### src/rtl/fetch_controller_if.sv
// Fetch controller bus bundle: instruction memory port,
// decode handshake, redirect input and status outputs.
interface fetch_controller_if;
  logic [31:0] mem_addr;
  logic        mem_req;
  logic        mem_ready;
  logic [31:0] mem_rdata;
  logic [31:0] instr_out;
  logic [31:0] pc_out;
  logic        instr_valid;
  logic        instr_ready;
  logic        redirect_valid;
  logic [31:0] redirect_pc;
  logic        halted;
  logic        fault;
  logic [15:0] fetch_count;

  modport master (
    output mem_addr, mem_req,
    input  mem_ready, mem_rdata,
    output instr_out, pc_out, instr_valid,
    input  instr_ready,
    input  redirect_valid, redirect_pc,
    output halted, fault, fetch_count
  );

  modport slave (
    input  mem_addr, mem_req,
    output mem_ready, mem_rdata,
    input  instr_out, pc_out, instr_valid,
    output instr_ready,
    output redirect_valid, redirect_pc,
    input  halted, fault, fetch_count
  );
endinterface

### src/rtl/fetch_controller.sv
// Instruction fetch controller: one word per fetch,
// decode handshake, redirect with priority, halt on range exit.
module fetch_controller #(
  parameter int unsigned MEM_BYTES = 10,
  parameter logic [31:0] RESET_PC  = 32'h00000000
) (
  input logic                Clk,
  input logic                Rst,
  fetch_controller_if.master bus
);
  localparam logic [31:0] LIMIT = 32'(MEM_BYTES - 4);

  typedef enum logic [1:0] {
    IDLE,
    FETCH,
    VALID,
    HALT
  } state_t;

  state_t      state;
  state_t      state_nxt;
  logic [31:0] pc;
  logic [31:0] instr_q;
  logic [31:0] pc_q;
  logic        fault_q;
  logic [15:0] count_q;

  logic        redir;
  logic        redir_ok;
  logic        reset_ok;
  logic [32:0] pc_inc;
  logic        inc_ok;

  // redirect is ignored while still in IDLE
  assign redir    = bus.redirect_valid && (state != IDLE);
  assign redir_ok = (bus.redirect_pc[1:0] == 2'b00)
                 && (bus.redirect_pc <= LIMIT);
  assign reset_ok = (RESET_PC[1:0] == 2'b00)
                 && (RESET_PC <= LIMIT);
  // carry out of pc+4 counts as out of range
  assign pc_inc   = {1'b0, pc} + 33'd4;
  assign inc_ok   = !pc_inc[32] && (pc_inc[31:0] <= LIMIT);

  // state register
  always_ff @(posedge Clk or negedge Rst) begin
    if (!Rst) state <= IDLE;
    else      state <= state_nxt;
  end

  // next-state selection, redirect first
  always_comb begin
    state_nxt = state;
    if (redir) begin
      state_nxt = redir_ok ? FETCH : HALT;
    end else begin
      unique case (state)
        IDLE:  state_nxt = reset_ok ? FETCH : HALT;
        FETCH: if (bus.mem_ready) state_nxt = VALID;
        VALID: if (bus.instr_ready)
                 state_nxt = inc_ok ? FETCH : HALT;
        HALT:  state_nxt = HALT;
        default: state_nxt = IDLE;
      endcase
    end
  end

  // state-decoded outputs
  always_comb begin
    bus.mem_req     = (state == FETCH);
    bus.instr_valid = (state == VALID);
    bus.halted      = (state == HALT);
  end

  assign bus.mem_addr    = pc;
  assign bus.instr_out   = instr_q;
  assign bus.pc_out      = pc_q;
  assign bus.fault       = fault_q;
  assign bus.fetch_count = count_q;

  // pc, captured instruction, fault flag and accept counter
  always_ff @(posedge Clk or negedge Rst) begin
    if (!Rst) begin
      pc      <= RESET_PC;
      instr_q <= '0;
      pc_q    <= '0;
      fault_q <= 1'b0;
      count_q <= '0;
    end else if (redir) begin
      pc <= bus.redirect_pc;
      if (bus.redirect_pc[1:0] != 2'b00)
        fault_q <= 1'b1;
      else if (redir_ok)
        fault_q <= 1'b0;
    end else begin
      unique case (state)
        IDLE: fault_q <= (RESET_PC[1:0] != 2'b00);
        FETCH: begin
          if (bus.mem_ready) begin
            instr_q <= bus.mem_rdata;
            pc_q    <= pc;
          end
        end
        VALID: begin
          if (bus.instr_ready) begin
            count_q <= count_q + 16'd1;
            pc      <= pc_inc[31:0];
          end
        end
        default: ;
      endcase
    end
  end
endmodule
### src/flat_wrapper.sv
// flat-port wrapper written by rule: the top's interface ports become plain ports
module fetch_controller_flat 
#(
  parameter int unsigned MEM_BYTES = 10,
  parameter logic [31:0] RESET_PC  = 32'h00000000
)
  (Clk, Rst, bus_mem_addr, bus_mem_req, bus_mem_ready, bus_mem_rdata, bus_instr_out, bus_pc_out, bus_instr_valid, bus_instr_ready, bus_redirect_valid, bus_redirect_pc, bus_halted, bus_fault, bus_fetch_count);
  fetch_controller_if bus_i ();
  input logic Clk;
  input logic Rst;
  output wire logic [$bits(bus_i.mem_addr)-1:0] bus_mem_addr;
  output wire logic [$bits(bus_i.mem_req)-1:0] bus_mem_req;
  input wire logic [$bits(bus_i.mem_ready)-1:0] bus_mem_ready;
  input wire logic [$bits(bus_i.mem_rdata)-1:0] bus_mem_rdata;
  output wire logic [$bits(bus_i.instr_out)-1:0] bus_instr_out;
  output wire logic [$bits(bus_i.pc_out)-1:0] bus_pc_out;
  output wire logic [$bits(bus_i.instr_valid)-1:0] bus_instr_valid;
  input wire logic [$bits(bus_i.instr_ready)-1:0] bus_instr_ready;
  input wire logic [$bits(bus_i.redirect_valid)-1:0] bus_redirect_valid;
  input wire logic [$bits(bus_i.redirect_pc)-1:0] bus_redirect_pc;
  output wire logic [$bits(bus_i.halted)-1:0] bus_halted;
  output wire logic [$bits(bus_i.fault)-1:0] bus_fault;
  output wire logic [$bits(bus_i.fetch_count)-1:0] bus_fetch_count;
  assign bus_mem_addr = bus_i.mem_addr;
  assign bus_mem_req = bus_i.mem_req;
  assign bus_i.mem_ready = bus_mem_ready;
  assign bus_i.mem_rdata = bus_mem_rdata;
  assign bus_instr_out = bus_i.instr_out;
  assign bus_pc_out = bus_i.pc_out;
  assign bus_instr_valid = bus_i.instr_valid;
  assign bus_i.instr_ready = bus_instr_ready;
  assign bus_i.redirect_valid = bus_redirect_valid;
  assign bus_i.redirect_pc = bus_redirect_pc;
  assign bus_halted = bus_i.halted;
  assign bus_fault = bus_i.fault;
  assign bus_fetch_count = bus_i.fetch_count;
  fetch_controller #(.MEM_BYTES(MEM_BYTES), .RESET_PC(RESET_PC)) u_core (.Clk(Clk), .Rst(Rst), .bus(bus_i));
endmodule
### config.mk
export PLATFORM = sky130hd
export DESIGN_NAME = fetch_controller_flat
export DESIGN_NICKNAME = d
export VERILOG_FILES = /design/src/rtl/fetch_controller_if.sv /design/src/rtl/fetch_controller.sv /design/src/flat_wrapper.sv
export SDC_FILE = /design/constraint.sdc
export NUM_CORES = 1
export LEC_CHECK = 0
export BUFFER_PORTS_ARGS = -buffer_cell sky130_fd_sc_hd__buf_4
export CAP_MARGIN = 20
export CORE_MARGIN = 5
export CORE_UTILIZATION = 51
export DETAILED_ROUTE_END_ITERATION = 12
export GPL_TIMING_DRIVEN = 0
export HOLD_SLACK_MARGIN = 0.02
export PLACE_DENSITY = 0.8
export SETUP_SLACK_MARGIN = 0.3
export SLEW_MARGIN = 20
export SYNTH_ARGS = -nofsm -noshare
export SYNTH_HDL_FRONTEND = slang
export SYNTH_SLANG_ARGS = --single-unit
### constraint.sdc
create_clock -name Clk -period 3.3 [get_ports Clk]
set_input_delay 0.165 -clock Clk [delete_from_list [all_inputs] [get_ports Clk]]
set_output_delay 0.165 -clock Clk [all_outputs]
set_load 0.05 [all_outputs]
==> flow_metrics.py <==
metrics = {
    "clock_network": {
        "clock-sinks": 115,
        "cts_setup_buffers": 0,
        "insertion_delay_ps": 420,
        "cts_tree": "done",
        "cts_made_buffers": 17,
        "clk_pin_slew_ps": 60,
        "root_buffer": "clkbuf_16",
        "htree_num_levels": 4,
        "clockBufferDepth": 2,
    },
    "sta": {
        "slew_viol_final": 0,
        "slew-limit-headroom": 0.356,
        "max_freq_mhz": 361,
        "tns_ps": 0,
        "skew_ps": 10.6,
        "finalHoldViolCount": 0,
        "fin_crit_sh": 0.838,
        "min_period_ps": 2770,
        "grt_setup_unrepaired": "false",
        "setup-violations-final": 0,
        "worstMarginPinSlew_ps": 966,
    },
    "synthesis": {
        "synthCells": 544,
        "synth_area_um2": 5800,
        "seq_area_frac_synth": 0.496,
        "synthFlopType": "dfrtp_1",
        "synthArstFlopShare": 1.00,
        "ys_ff_latch": 115,
        "muxShareOfSynthArea": 0.134,
        "yosys.area_share.simple": 0.172,
        "netlist-cell-type-count": 60,
        "synthAdderAreaFrac": 0.00647,
        "synth_compound_area_frac": 0.115,
        "avgSynthCellArea_um2": 10.7,
        "syn_nets": 616,
        "yosys-top-cells-area": "dfrtp_1, mux2_2, nand2_1, nand3_1, o21ai_0",
        "synth_top_family_by_area": "simple AND/OR/NAND/NOR gates",
        "synth_xor_area_frac": 0.0347,
        "yosys.area.top_type": "dfrtp_1",
        "yosys.area.top_type_share": 0.496,
        "ys_warn_count": 0,
        "synth_edf_count": 0,
    },
    "final_layout": {
        "drive_gt1_frac": 0.384,
        "num_antenna_cells": 0,
        "num-nets-final": 879,
        "most-common-layout-cells": "buf_4, dfrtp_1, mux2_2",
        "syn2layout_area_growth_pct": 48.7,
        "n_fill_cell": 720,
        "layout_commonest_cell": "buf_4",
    },
    "detailed_routing": {
        "vias": 5768,
        "routedWlPerCell_um": 22.5,
        "viasPerCell": 5.99,
        "firstDrtPassIters": 8,
        "routed_wl_um": 21700,
        "ant_nets": 0,
        "dr.first_iter.drc_count": 634,
        "drc": 0,
    },
    "worst_hold_path": {
        "worstHoldPathCells": 3,
        "worst_hold_startpoint": "bus_redirect_pc[8]",
        "holdPathEnd": "u_core.bus.mem_addr[8]$_DFFE_PN0P_",
        "worstHoldPathType": "in2reg",
    },
    "worst_setup_path": {
        "rrSetupSlack_ps": 530,
        "worstSetupPathType": "reg2reg",
        "worst_ep_required_time_ps": 3580,
        "crit_path_end_kind": "flip-flop",
        "r2r_cells": 7,
        "reg2reg_to": "u_core.state[1]$_DFFE_PN0P_",
        "rr_startpoint": "u_core.bus.mem_addr[2]$_DFFE_PN0P_",
        "crit_arrival_ps": 3040,
        "cp_max_fo": 10,
        "cp-start-kind": "flip-flop",
    },
    "grt": {
        "grt_start_max_net_pins": 116,
        "grt_use_total": 0.322,
        "gr-total-overflow": 0,
        "grt_pass1_wl_um": 32800,
        "antenna_found_initial": 0,
        "grt_pass1_vias": 5854,
    },
    "run_status": {
        "status": "finished, final reports clean",
    },
    "placement": {
        "place.gp.congestion": 0.933,
        "hpwl_um": 13900,
        "place.port_buffers": 184,
    },
    "die": {
        "die_x_um": 117,
        "fp.coreArea_um2": 11300,
        "rows": 39,
        "die_h_um": 117,
        "initial_core_util": 0.514,
        "num_io_pins": 185,
        "dieArea_um2": 13600,
    },
    "power_and_ir_drop": {
        "power.density_nw_per_um2": 512,
        "power_w": 0.00442,
        "p_leak_nw": 4.15,
        "ir_worst_vdd_mv": 0.780,
    },
    "job": {
        "timing.max_cap.violations": 0,
    },
}
## layer usage
layer	track usage	vias to the layer above	share of wire
met3	0.0834	82	0.082
met5	0	-	0
met1	0.404	2807	0.37
met2	0.516	334	0.50
met4	0.166	0	0.049
li1	-	2545	-
## where the power goes
part           leakage [nW]  switching [W]  total, W  internal [W]
logic                  2.34       0.000539  0.000845      0.000306
clock network         0.305       0.000688   0.00201       0.00132
registers              1.51      0.0000783   0.00156       0.00148
## logic make-up (layout without fill, tap and decap cells)
kind of cell               count (synthesis)  count (layout)
adders and majority gates                  3               3
buffers and inverters                     52             328
and+or+nand+nor                          188             188
xor gates and xnor gates                  23              23
AOI/OAI and AO/OA                         94              94
muxes                                     69              69
DFF                                      115             115
## worst max-delay path: stages (launching register included)
cell       delay (ps)
dfrtp_1           520
ha_1              330
nand4_1           340
nor4_4            530
xor2_1            110
or3_1             350
a2111oi_2         320
a31oi_1           120
## worst max path at each step
stage / endpoint / start / cells after the start
final: u_core.state[1]$_DFFE_PN0P_ / u_core.bus.mem_addr[2]$_DFFE_PN0P_ / 7
after global routing: u_core.state[1]$_DFFE_PN0P_ / u_core.bus.mem_addr[2]$_DFFE_PN0P_ / 7
after CTS: u_core.state[1]$_DFFE_PN0P_ / u_core.bus.mem_addr[2]$_DFFE_PN0P_ / 7
after detailed placement: u_core.state[1]$_DFFE_PN0P_ / u_core.bus.mem_addr[2]$_DFFE_PN0P_ / 7
after global placement: u_core.state[1]$_DFFE_PN0P_ / u_core.bus.mem_addr[2]$_DFFE_PN0P_ / 7
after floorplan: u_core.state[1]$_DFFE_PN0P_ / u_core.bus.mem_addr[2]$_DFFE_PN0P_ / 7
## cells in the mapped netlist, types with 10 or more instances
| cell | count |
|---|---|
| dfrtp_1 | 115 |
| mux2_2 | 67 |
| nand2_1 | 56 |
| nand3_1 | 27 |
| o21ai_0 | 26 |
| buf_2 | 21 |
| clkbuf_1 | 19 |
| nor2_1 | 18 |
| nor4_1 | 18 |
| nand4_1 | 16 |
| xnor2_1 | 14 |
| and3_1 | 13 |
| a21oi_1 | 10 |
## per-stage QoR
stage	hold WS (ps)	instances	setup slack, ps	util	area [um2]
CTS	25.9	963	490	0.764	8610
detailed placement	378	871	523	0.653	7360
global route	28.8	963	305	0.765	8620
finish	45.9	963	534	0.765	8620
global placement	391	871	560	0.653	7360
floorplan	-131	544	625	-	5800
## flip-flops by register name (all words and copies together) (netlist names)
name                    cells
u_core.bus.fetch_count     16
u_core.bus.mem_addr        32
u_core.bus.instr_out       32
u_core.bus.fault            1
u_core.state                2
u_core.bus.pc_out          32
## cell type report
cell class	count	area [um2]	share of cell area
buffer	46	221	0.0257
clock buffer	20	467	0.0541
clock inverter	12	178	0.0206
inverter	6	22.5	0.00261
multi-input combinational	377	2690	0.312
sequential	115	2880	0.334
tap	143	179	0.0207
timing repair buffer	244	1990	0.231
## repair_timing
action	CTS	global route
hold endpoints to repair	174	0
hold buffers	60	0
gates resized for setup	0	2
setup endpoints to repair	0	1
No activity file was read; power rests on OpenSTA's default activity.
